`config.mk`:
```
export PLATFORM = sky130hd
export DESIGN_NAME = instruction_fetch_unit
export DESIGN_NICKNAME = d
export VERILOG_FILES = /design/src/rtl/instruction_fetch_unit.sv
export SDC_FILE = /design/constraint.sdc
export NUM_CORES = 1
export LEC_CHECK = 0
export ABC_AREA = 1
export CAP_MARGIN = 20
export CORE_ASPECT_RATIO = 0.9
export CORE_MARGIN = 10
export CORE_UTILIZATION = 33
export CTS_CLUSTER_DIAMETER = 200
export DETAILED_ROUTE_END_ITERATION = 10
export PLACE_DENSITY = 0.54
export SLEW_MARGIN = 20
export SYNTH_ARGS = -nofsm -noshare
export SYNTH_HDL_FRONTEND = slang
export SYNTH_SLANG_ARGS = --single-unit
```
`constraint.sdc`:
```
create_clock -name clk -period 6.69 [get_ports clk]
set_input_delay 1.338 -clock clk [delete_from_list [all_inputs] [get_ports clk]]
set_output_delay 1.338 -clock clk [all_outputs]
set_load 0.05 [all_outputs]
```
`src/rtl/instruction_fetch_unit.sv`:
```
// Fetch-side initiator: owns the PC, issues sequential fetches to a 1-cycle
// synchronous instruction memory and queues {pc, instr} pairs for decode.
module instruction_fetch_unit #(
  parameter int                ADDR_W   = 64,
  parameter int                INSTR_W  = 32,
  parameter logic [ADDR_W-1:0] RESET_PC = '0,
  parameter int                DEPTH    = 2
) (
  input  logic               clk,
  input  logic               rst_n,
  output logic [ADDR_W-1:0]  imem_addr,
  input  logic [INSTR_W-1:0] imem_instr,
  output logic               out_valid,
  input  logic               out_ready,
  output logic [ADDR_W-1:0]  out_pc,
  output logic [INSTR_W-1:0] out_instr,
  input  logic               redirect_valid,
  input  logic [ADDR_W-1:0]  redirect_pc,
  output logic               fault
);

  localparam int PTR_W = $clog2(DEPTH);
  localparam int CNT_W = $clog2(DEPTH) + 1;

  typedef enum logic [0:0] {
    RUN   = 1'b0,
    FAULT = 1'b1
  } state_t;

  state_t              state_reg, state_next;
  logic [ADDR_W-1:0]   fetch_pc_reg;
  logic                inflight_reg;
  logic [ADDR_W-1:0]   inflight_pc_reg;
  logic [CNT_W-1:0]    count_reg;
  logic [PTR_W-1:0]    wr_ptr_reg, rd_ptr_reg;
  logic                fault_reg;

  logic [ADDR_W-1:0]   ent_pc_reg    [DEPTH];
  logic [INSTR_W-1:0]  ent_instr_reg [DEPTH];

  logic                deq, push, issue, redirect_take, misaligned;
  logic [CNT_W:0]      occupancy;

  assign out_valid = (count_reg != '0) && (state_reg == RUN);
  assign deq       = out_valid & out_ready;

  // Occupancy counts the in-flight word so a returning fetch always has room.
  assign occupancy = {1'b0, count_reg} + (CNT_W+1)'(inflight_reg) - (CNT_W+1)'(deq);

  assign redirect_take = redirect_valid && (state_reg == RUN);
  assign misaligned    = (redirect_pc[1:0] != 2'b00);
  assign issue         = (state_reg == RUN) && !redirect_valid &&
                         (occupancy < (CNT_W+1)'(DEPTH));
  assign push          = inflight_reg && !redirect_take;

  always_comb begin
    state_next = state_reg;
    if (redirect_take && misaligned) state_next = FAULT;
  end

  always_ff @(posedge clk or negedge rst_n) begin
    if (!rst_n) begin
      state_reg       <= RUN;
      fetch_pc_reg    <= RESET_PC;
      inflight_reg    <= 1'b0;
      inflight_pc_reg <= '0;
      count_reg       <= '0;
      wr_ptr_reg      <= '0;
      rd_ptr_reg      <= '0;
      fault_reg       <= 1'b0;
    end else begin
      state_reg    <= state_next;
      inflight_reg <= issue;
      if (issue) begin
        inflight_pc_reg <= fetch_pc_reg;
        fetch_pc_reg    <= fetch_pc_reg + ADDR_W'(4);
      end
      // Redirect flushes everything, including a same-cycle handshake.
      if (redirect_take) begin
        fetch_pc_reg <= redirect_pc;
        count_reg    <= '0;
        wr_ptr_reg   <= '0;
        rd_ptr_reg   <= '0;
        if (misaligned) fault_reg <= 1'b1;
      end else begin
        if (push) wr_ptr_reg <= wr_ptr_reg + PTR_W'(1);
        if (deq)  rd_ptr_reg <= rd_ptr_reg + PTR_W'(1);
        count_reg <= count_reg + CNT_W'(push) - CNT_W'(deq);
      end
    end
  end

  always_ff @(posedge clk) begin
    if (push) begin
      ent_pc_reg[wr_ptr_reg]    <= inflight_pc_reg;
      ent_instr_reg[wr_ptr_reg] <= imem_instr;
    end
  end

  assign imem_addr = fetch_pc_reg;
  assign fault     = fault_reg;
  assign out_pc    = out_valid ? ent_pc_reg[rd_ptr_reg]    : '0;
  assign out_instr = out_valid ? ent_instr_reg[rd_ptr_reg] : '0;

endmodule

```
==> results of run 1 <==
## cells in the mapped netlist (7+ instances only)
cell type | instances | area [sq um]
nor2_4 | 9 | 101.4
nand2_2 | 13 | 81.33
inv_1 | 189 | 709.4
nor2_2 | 18 | 112.6
nand2_1 | 767 | 2879
xor2_1 | 9 | 78.83
nor2_1 | 149 | 559.3
o21ai_1 | 16 | 80.08
edfxtp_1 | 192 | 5766
buf_2 | 28 | 140.1
inv_2 | 7 | 26.28
dfrtp_1 | 134 | 3353
clkbuf_1 | 32 | 120.1
nand4_1 | 7 | 43.79
o21ai_0 | 68 | 340.3
a21oi_1 | 11 | 55.05
nand3_1 | 86 | 430.4
o211ai_1 | 20 | 150.1
## final cells by class
type                       instances  area, sq um  share of cell area
clock buffer                      48         1031             0.05231
multi-input combinational       1189         5114              0.2595
timing repair buffer             272         2721              0.1381
sequential                       326         9123              0.4629
inverter                         197        742.0             0.03765
antenna                            1        2.502           0.0001270
clock inverter                    21        215.2             0.01092
tap                              608        760.7             0.03860
## report_power, final
group | total [mW] | switching, mW | internal, mW
Clock | 2.08 | 0.832 | 1.25
Combinational | 0.0814 | 0.0305 | 0.0509
Sequential | 2.12 | 0 | 2.12
## layer usage
| layer | global-route usage | wire length (microns) |
|---|---|---|
| met5 | 0 | 27 |
| met4 | 0.05300 | 1165 |
| met3 | 0.03914 | 3181 |
| met2 | 0.2836 | 22910 |
| met1 | 0.2502 | 23690 |
## critical path, cell delays in order (launching register included)
cell	delay [ps]
dfrtp_1	370
inv_1	140
o21ai_0	130
clkinv_2	480
buf_4	630
nand2_1	210
inv_1	100
clkdlybuf4s50_1	800
## through the flow
step | worst slack (ps) | utilization
4_1_cts | 1718 | 0.4326
6_report | 1913 | 0.4327
3_3_place_gp | 1886 | 0.4052
3_5_place_dp | 1747 | 0.4052
2_1_floorplan | 213.2 | -
5_1_grt | 1607 | 0.4326
## how the worst max path moves through the flow
| stage | from | endpoint | slack (ps) | cells after the start |
|---|---|---|---|---|
| 2_1_floorplan | redirect_valid | ent_instr_reg[0][0] | 210 | 5 |
| 3_3_place_gp | out_ready | imem_addr[35] | 1890 | 15 |
| 3_5_place_dp | out_ready | imem_addr[35] | 1750 | 14 |
| 4_1_cts | state_reg | out_pc[2] | 1720 | 7 |
| 5_1_grt | state_reg | out_pc[2] | 1610 | 7 |
| 6_report | state_reg | out_pc[46] | 1910 | 7 |
## layout by cell type, fill, tap and decap left out, types with 20 or more instances in the layout
master	instances
nand2_1	765
clkdlybuf4s50_1	260
edfxtp_1	192
inv_1	189
nor2_1	147
dfrtp_1	133
nand3_1	86
o21ai_0	68
clkbuf_16	40
o211ai_1	20
## logic make-up after synthesis
family,Yosys count,synth area share
and+or+nand+nor,1053,0.2796
DFF,326,0.5983
buffers and inverters,264,0.06781
AOI/OAI and AO/OA,120,0.04359
xor gates and xnor gates,12,0.006897
adders and majority gates,4,0.003777
==> metrics.md, run 1 <==
| Metric | Value |
|---|---|
| Status | `finished clean` |
| Die height | `223.9 microns` |
| Port Buffer Count | `261` |
| Slew @ Worst Pin | `1010 ps` |
| Crit Path Category | `reg2out` |
| Sequential cell area fraction in the yosys report | `0.5983` |
| First-pass GRT wire length | `76780 microns` |
| H-Tree Level Count | `2` |
| Post-Layout Cell Count | `2662` |
| RSZ-0062 raised after global routing | `no` |
| Count of warnings emitted by yosys | `0` |
| Worst-Skew Late Latency | `550 ps` |
| Area of the mapped netlist | `0.01524 sq mm` |
| Critical Path Fanout Max | `55` |
| Fill count | `4559` |
| Routed length per instance | `19.15 microns` |
| Number of gates resized after cts | `0` |
| Leak pwr | `9.175 nW` |
| Count of cell types in the netlist | `30` |
| Worst hold path type | `reg2reg` |
| Clock Skew | `19.52 ps` |
| Fin crit share | `0.7140` |
| Post-CTS Setup Bufs | `0` |
| Worst Setup End Kind | `primary output` |
| Hold Startpoint | `inflight_pc_reg[48]` |
| Starting Density | `0.3346` |
| Detailed Route WL | `50980 microns` |
| Slew HR | `0.3265` |
| Critical R2R Capture | `imem_addr[35]` |
| DRT Pass-1 Iters | `6` |
| Routability cong. | `0.9350` |
| Final setup viols | `0` |
| Pwr Total | `4.284 mW` |
| EDFF count, synth | `192` |
| Worst r2r src | `count_reg[1]` |
| Antenna violations before repair | `4` |
| Async SR Flop Fraction | `0.4110` |
| Core area | `0.04555 sq mm` |
| Clk buf depth | `3` |
| Die W | `246.5 microns` |
| Peak supply drop | `0.1264 mV` |
| Hold Path Sink | `ent_pc_reg[0][48]` |
| Post-route minimum period | `4777 ps` |
| Boundary pin count | `262` |
| Root Buffer | `clkbuf_16` |
| 1st-iter DRT viols | `845` |
| Gr usage total | `0.1821` |
| Pin count of the biggest net entering global routing | `101` |
| Setup_tns | `0 ps` |
| Post-route cell area | `0.01971 sq mm` |
| Final net count | `2128` |
| Worst hold slack | `469.0 ps` |
| ANT nets after route | `0` |
| R2R Setup Slk | `2200 ps` |
| Hold Vio Cnt, Final | `0` |
| Fmax achieved | `209.4 MHz` |
| Number of synthesized register bits | `326` |
| Pwr Density | `217.4 mW/mm^2` |
| Vias in the first global route | `12233` |
| Area delta synth->final | `29.32%` |
| R2R depth | `16` |
| Critical path arrival | `3440 ps` |
| GRT overflow | `0` |
| Clk pin slew, worst setup/hold paths | `60 ps` |
| Placed Cells | `2592` |
| Hold depth | `0` |
| Share of layout cells above drive strength 1 | `0.06040` |
| Num CTS Buffers | `38` |
| CTS tree | `yes` |
| Fin. max-slew vios | `0` |
| Gate count after technology mapping | `1779` |
| FP Rows | `74` |
| Dominant synthesized flop cell | `edfxtp_1` |
| Vias | `12410` |
| Post-route DRC | `0` |
| Hold_buf cts | `0` |
| Via/cell ratio | `4.662` |
| Half-perimeter wire length after detailed placement | `36940 microns` |
| Max-Cap Viols | `0` |
| Die footprint | `0.05519 sq mm` |
| Max FFs per register | `128` |
| WP data required | `5350 ps` |
| Placed cell area | `0.01846 sq mm` |
| CTS sink count | `326` |
| Startpoint Class | `register` |
| Post-synth net total | `1883` |
| Syn_area_per_cell | `8.567 sq um` |
Power figures use the tool's default switching activity.
==> inputs of run 2 (changes only) <==
Settings changed: PLACE_DENSITY 0.54 to 0.56.
Clock period 6.69 ns to 4 ns, I/O delays scaled along.
==> run 2 against run 1 <==
Effect of this change:
- flip-flop and latch count unchanged
- worst setup slack got worse by 1400 ps
- wire length shrank 1.8%
- final cell count is 0.23% higher
- count of clock-buffer cells in the layout down 2
- utilization is 2.4 points higher
- clock skew up 1.7 ps
- power up 67%
- critical endpoint is now out_pc[63]
- largest cell class unchanged
- largest power group unchanged
- highest routed layer is now met4
==> metrics.md, run 2 (synthesized netlist as in run 1, its figures left out) <==
| Metric | Value |
|---|---|
| Worst path max stage delay | `680 ps` |
| Number of gates resized after cts | `0` |
| Most common cell after layout, fill and taps aside | `nand2_1` |
| Most frequent cells in the layout | `nand2_1 (765), edfxtp_1 (192), inv_1 (189), clkdlybuf4s50_1 (164), nor2_1 (147)` |
| Hold Vio Cnt, Final | `0` |
| Area delta synth->final | `36.34%` |
| Setup_tns | `0 ps` |
| Post-Layout Cell Count | `2668` |
| Clk pin slew, worst setup/hold paths | `60 ps` |
| Fmax achieved | `285.2 MHz` |
| Leak pwr | `9.682 nW` |
| Root Buffer | `clkbuf_16` |
| Startpoint Class | `register` |
| First-pass GRT wire length | `76560 microns` |
| H-Tree Level Count | `2` |
| Vias | `12289` |
| Die footprint | `0.05519 sq mm` |
| Boundary pin count | `262` |
| Hold_buf cts | `0` |
| Vias in the first global route | `12344` |
| Status | `finished clean` |
| Routed length per instance | `18.76 microns` |
| Crit Path Category | `reg2out` |
| Post-route minimum period | `3507 ps` |
| Fill count | `4409` |
| Share of layout cells above drive strength 1 | `0.1117` |
| WP data required | `3200 ps` |
| Slew @ Worst Pin | `781.6 ps` |
| Critical path arrival | `2710 ps` |
| Pin count of the biggest net entering global routing | `98` |
| Critical R2R Capture | `imem_addr[35]` |
| GRT overflow | `0` |
| Starting Density | `0.3346` |
| CP Cell Sequence | `inv_2 -> buf_4 -> nand2_1 -> nand2_1 -> nand2_1 -> inv_1 -> buf_12` |
| Switching share of total power | `0.2013` |
| Pwr Density | `343.6 mW/mm^2` |
| Antenna violations before repair | `0` |
| Worst-Skew Late Latency | `560 ps` |
| Clock share of power | `0.484` |
| Post-CTS Setup Bufs | `0` |
| R2R Setup Slk | `990 ps` |
| R2R depth | `16` |
| 1st-iter DRT viols | `770` |
| RSZ-0062 raised after global routing | `no` |
| Die W | `246.5 microns` |
| Routability cong. | `0.8863` |
| Worst Setup SP | `rd_ptr_reg` |
| Via/cell ratio | `4.606` |
| CP dominant cell by count | `nand2_1` |
| Worst hold path type | `in2async` |
| Buf+Inv Stages, Crit Path | `4` |
| # diodes | `0` |
| Combinational power share | `0.019` |
| Fin crit share | `0.8766` |
| Die height | `223.9 microns` |
| Fin. max-slew vios | `0` |
| Core area | `0.04555 sq mm` |
| Placed cell area | `0.01955 sq mm` |
| Detailed Route WL | `50040 microns` |
| Max FFs per register | `128` |
| Critical Path Fanout Max | `41` |
| Sequential power share | `0.497` |
| Multi-input combinational cell area | `0.005114 sq mm` |
| FP Rows | `74` |
| Post-route DRC | `0` |
| Half-perimeter wire length after detailed placement | `37080 microns` |
| Top delay family on crit path | `buffers and inverters` |
| Worst Setup End Kind | `primary output` |
| Placed Cells | `2602` |
| ANT nets after route | `0` |
| CTS tree | `yes` |
| Post-route cell area | `0.02078 sq mm` |
| Psw | `1.437 mW` |
| Final setup viols | `0` |
| Max stage delay cell, worst path | `dfrtp_4` |
| Worst r2r src | `count_reg[1]` |
| Clock Skew | `21.26 ps` |
| Place WS | `465.5 ps` |
| CTS sink count | `326` |
| Peak supply drop | `0.2215 mV` |
| Gr usage total | `0.1803` |
| Clk buf depth | `3` |
| Pwr Total | `7.139 mW` |
| Slew HR | `0.4790` |
| Max-Cap Viols | `0` |
| Setup ws final | `493.5 ps` |
| Port Buffer Count | `261` |
| Pint | `5.702 mW` |
| DRT Pass-1 Iters | `5` |
| Register cell area after layout | `0.009123 sq mm` |
| Final net count | `2136` |
| Num CTS Buffers | `36` |
==> run 2: cell count changes in the layout (fill, tap and decap cells not counted), moves of 2 or more <==
cell	previous run	this run
clkinv_2	8	6
clkbuf_8	0	4
clkinv_4	3	0
clkbuf_1	8	6
buf_12	2	102
clkbuf_16	40	36
buf_4	9	15
clkdlybuf4s50_1	260	164
==> run 2: worst max path at each step <==
stage | to | slack [ps] | cells past startpoint
global route | out_pc[62] | 220 | 7
finish | out_pc[63] | 490 | 7
detailed placement | imem_addr[35] | 470 | 15
floorplan | ent_instr_reg[0][0] | -340 | 5
CTS | out_pc[63] | 360 | 7
global placement | imem_addr[42] | 550 | 15
==> run 2: routing by layer <==
metal	vias up	global-route usage	routed length (microns)
li1	6102	-	-
met1	5835	0.2513	23390
met2	300	0.2804	22710
met3	52	0.03866	3081
met4	0	0.04430	862
met5	-	0	0
==> run 2: final cells by class <==
cell class | count | area share
inverter | 197 | 0.03565
timing repair buffer | 282 | 0.1832
clock inverter | 20 | 0.01234
tap | 608 | 0.03661
multi-input combinational | 1189 | 0.2461
clock buffer | 46 | 0.04709
sequential | 326 | 0.4390
==> run 2: power groups by stage <==
stage	clock, mW	combinational, mW	sequential, mW
floorplan	0	0.000135	3.61
global placement	0	0.138	3.61
detailed placement	0	0.141	3.61
CTS	3.54	0.142	3.55
global route	3.68	0.150	3.54
finish	3.46	0.139	3.55
==> run 2: metrics by stage <==
stage          hold WS (ps)  utilization
6_report              163.4       0.4562
5_1_grt               172.6       0.4562
4_1_cts               149.1       0.4562
3_5_place_dp          454.9       0.4291
3_3_place_gp          451.5       0.4291
2_1_floorplan         442.4            -
==> inputs of run 3 (changes only) <==
Settings changed: CAP_MARGIN 20 to not set, CTS_CLUSTER_SIZE set to 25.
==> run 3 against run 2 <==
Effect of this change:
- clock skew increased by 17 ps
- worst hold slack improved by 18 ps
- wire length decreased by 1.2%
- global-route usage decreased by 0.35 points
- flip-flop and latch count unchanged
- non-clock buffer count unchanged
- clock power decreased by 44%
- sequential share of layout area increased by 1.6 points
- first-iteration DRC count increased by 6.4%
- critical path type unchanged
==> metrics.md, run 3 (synthesized netlist as in run 1, its figures left out) <==
| Metric | Value |
|---|---|
| Area delta synth->final | `31.57%` |
| Share of layout cells above drive strength 1 | `0.09634` |
| Worst hold path type | `in2async` |
| H-Tree Level Count | `1` |
| Leak pwr | `9.325 nW` |
| CP Cell Sequence | `inv_2 -> buf_4 -> nand2_1 -> nand2_1 -> nand2_1 -> inv_1 -> buf_12` |
| RSZ-0062 raised after global routing | `no` |
| # diodes | `0` |
| Crit Path Category | `reg2out` |
| Critical Path Fanout Max | `41` |
| First-pass GRT wire length | `75710 microns` |
| Slew HR | `0.4765` |
| Post-route cell area | `0.02005 sq mm` |
| Root Buffer | `clkbuf_16` |
| Util after Layout | `0.4402` |
| Pin count of the biggest net entering global routing | `98` |
| Most frequent cells in the layout | `nand2_1 (765), edfxtp_1 (192), inv_1 (189), clkdlybuf4s50_1 (164), nor2_1 (147)` |
| Hold Vio Cnt, Final | `0` |
| Fin. max-slew vios | `0` |
| Placed cell area | `0.01955 sq mm` |
| Final net count | `2117` |
| Clk pin slew, worst setup/hold paths | `110 ps` |
| Half-perimeter wire length after detailed placement | `37080 microns` |
| Vias in the first global route | `12096` |
| Detailed Route WL | `49460 microns` |
| Routability cong. | `0.8863` |
| Clk buf depth | `3` |
| WP data required | `3200 ps` |
| Worst path max stage delay | `700 ps` |
| Hold_buf cts | `0` |
| GRT overflow | `0` |
| FP Rows | `74` |
| Most common cell after layout, fill and taps aside | `nand2_1` |
| Worst-Skew Late Latency | `550 ps` |
| Clock Skew | `37.93 ps` |
| Starting Density | `0.3346` |
| Fmax achieved | `285.1 MHz` |
| Pwr Density | `280.4 mW/mm^2` |
| Post-CTS Setup Bufs | `0` |
| Routed length per instance | `18.79 microns` |
| ANT nets after route | `0` |
| Boundary pin count | `262` |
| Pwr Total | `5.623 mW` |
| Critical path arrival | `2710 ps` |
| Vias | `12159` |
| Setup_tns | `0 ps` |
| Peak supply drop | `0.2285 mV` |
| Die height | `223.9 microns` |
| Num CTS Buffers | `17` |
| Post-route minimum period | `3508 ps` |
| CTS tree | `yes` |
| 1st-iter DRT viols | `819` |
| R2R depth | `16` |
| R2R Setup Slk | `1010 ps` |
| Max stage delay cell, worst path | `dfrtp_4` |
| Die W | `246.5 microns` |
| Top delay family on crit path | `buffers and inverters` |
| Max FFs per register | `128` |
| Buf+Inv Stages, Crit Path | `4` |
| DRT Pass-1 Iters | `5` |
| Port Buffer Count | `261` |
| Fin crit share | `0.8769` |
| Worst r2r src | `count_reg[1]` |
| Critical R2R Capture | `imem_addr[35]` |
| Core area | `0.04555 sq mm` |
| Slew @ Worst Pin | `785.2 ps` |
| CTS sink count | `326` |
| Antenna violations before repair | `0` |
| Gr usage total | `0.1768` |
| Final setup viols | `0` |
| Die footprint | `0.05519 sq mm` |
| Startpoint Class | `register` |
| Post-route DRC | `0` |
| CP dominant cell by count | `nand2_1` |
| Max-Cap Viols | `0` |
| Worst Setup End Kind | `primary output` |
| Status | `finished clean` |
| Via/cell ratio | `4.620` |
| Number of gates resized after cts | `0` |
## run 3: worst max path at each step
| stage | from | to | slack (ps) | cells after the start |
|---|---|---|---|---|
| after global placement | out_ready | imem_addr[42] | 550 | 15 |
| final | rd_ptr_reg | out_pc[63] | 490 | 7 |
| after CTS | rd_ptr_reg | out_pc[63] | 350 | 7 |
| after detailed placement | out_ready | imem_addr[35] | 470 | 15 |
| after global routing | rd_ptr_reg | out_pc[62] | 220 | 7 |
| after floorplan | redirect_valid | ent_instr_reg[0][0] | -340 | 5 |
## run 3: worst register-to-register path, stage by stage, from the launching register on
cell and delay [ps]:
dfrtp_1 460, o21ai_0 250, clkinv_2 120, nand2_1 130
inv_1 80, nand2_1 70, nand2_1 50, nand2_1 80
fa_1 410, nand2_1 80, nor2_1 60, nand2_4 150
nand2_1 100, inv_2 590, nor2_1 140, nand2_1 100
o21ai_1 60
## run 3: layout make-up
cell class / count / area (sq um)
Inverter: 197 / 740.7
Fill cell: 4468 / 25500
Sequential cell: 326 / 9123
Tap cell: 608 / 760.7
Clock inverter: 2 / 38.79
Multi-Input combinational cell: 1189 / 5114
Clock buffer: 28 / 467.9
Timing Repair Buffer: 282 / 3807
## run 3: per-layer routing
layer	vias to the layer above	part of all wire	wire length (microns)	track usage
li1	6038	-	-	-
met1	5787	0.47	23390	0.2513
met2	301	0.46	22580	0.2784
met3	33	0.055	2739	0.03331
met4	0	0.015	754	0.03085
met5	-	0	0	0
## run 3: where the power goes
group	switching [mW]	leakage [nW]	internal [mW]
registers	0	3.82	3.54
logic	0.0517	5.26	0.0865
clock network	1.11	0.241	0.832
total	1.16	9.33	4.46
## run 3: stage by stage
step                hold WS, ps  cells  setup WS (ps)
floorplan                 442.4   1779         -338.1
global placement          451.5   2602          553.1
detailed placement        454.9   2602          465.5
CTS                       175.5   2632          354.7
global route              194.6   2632          219.7
finish                    181.1   2632          492.2
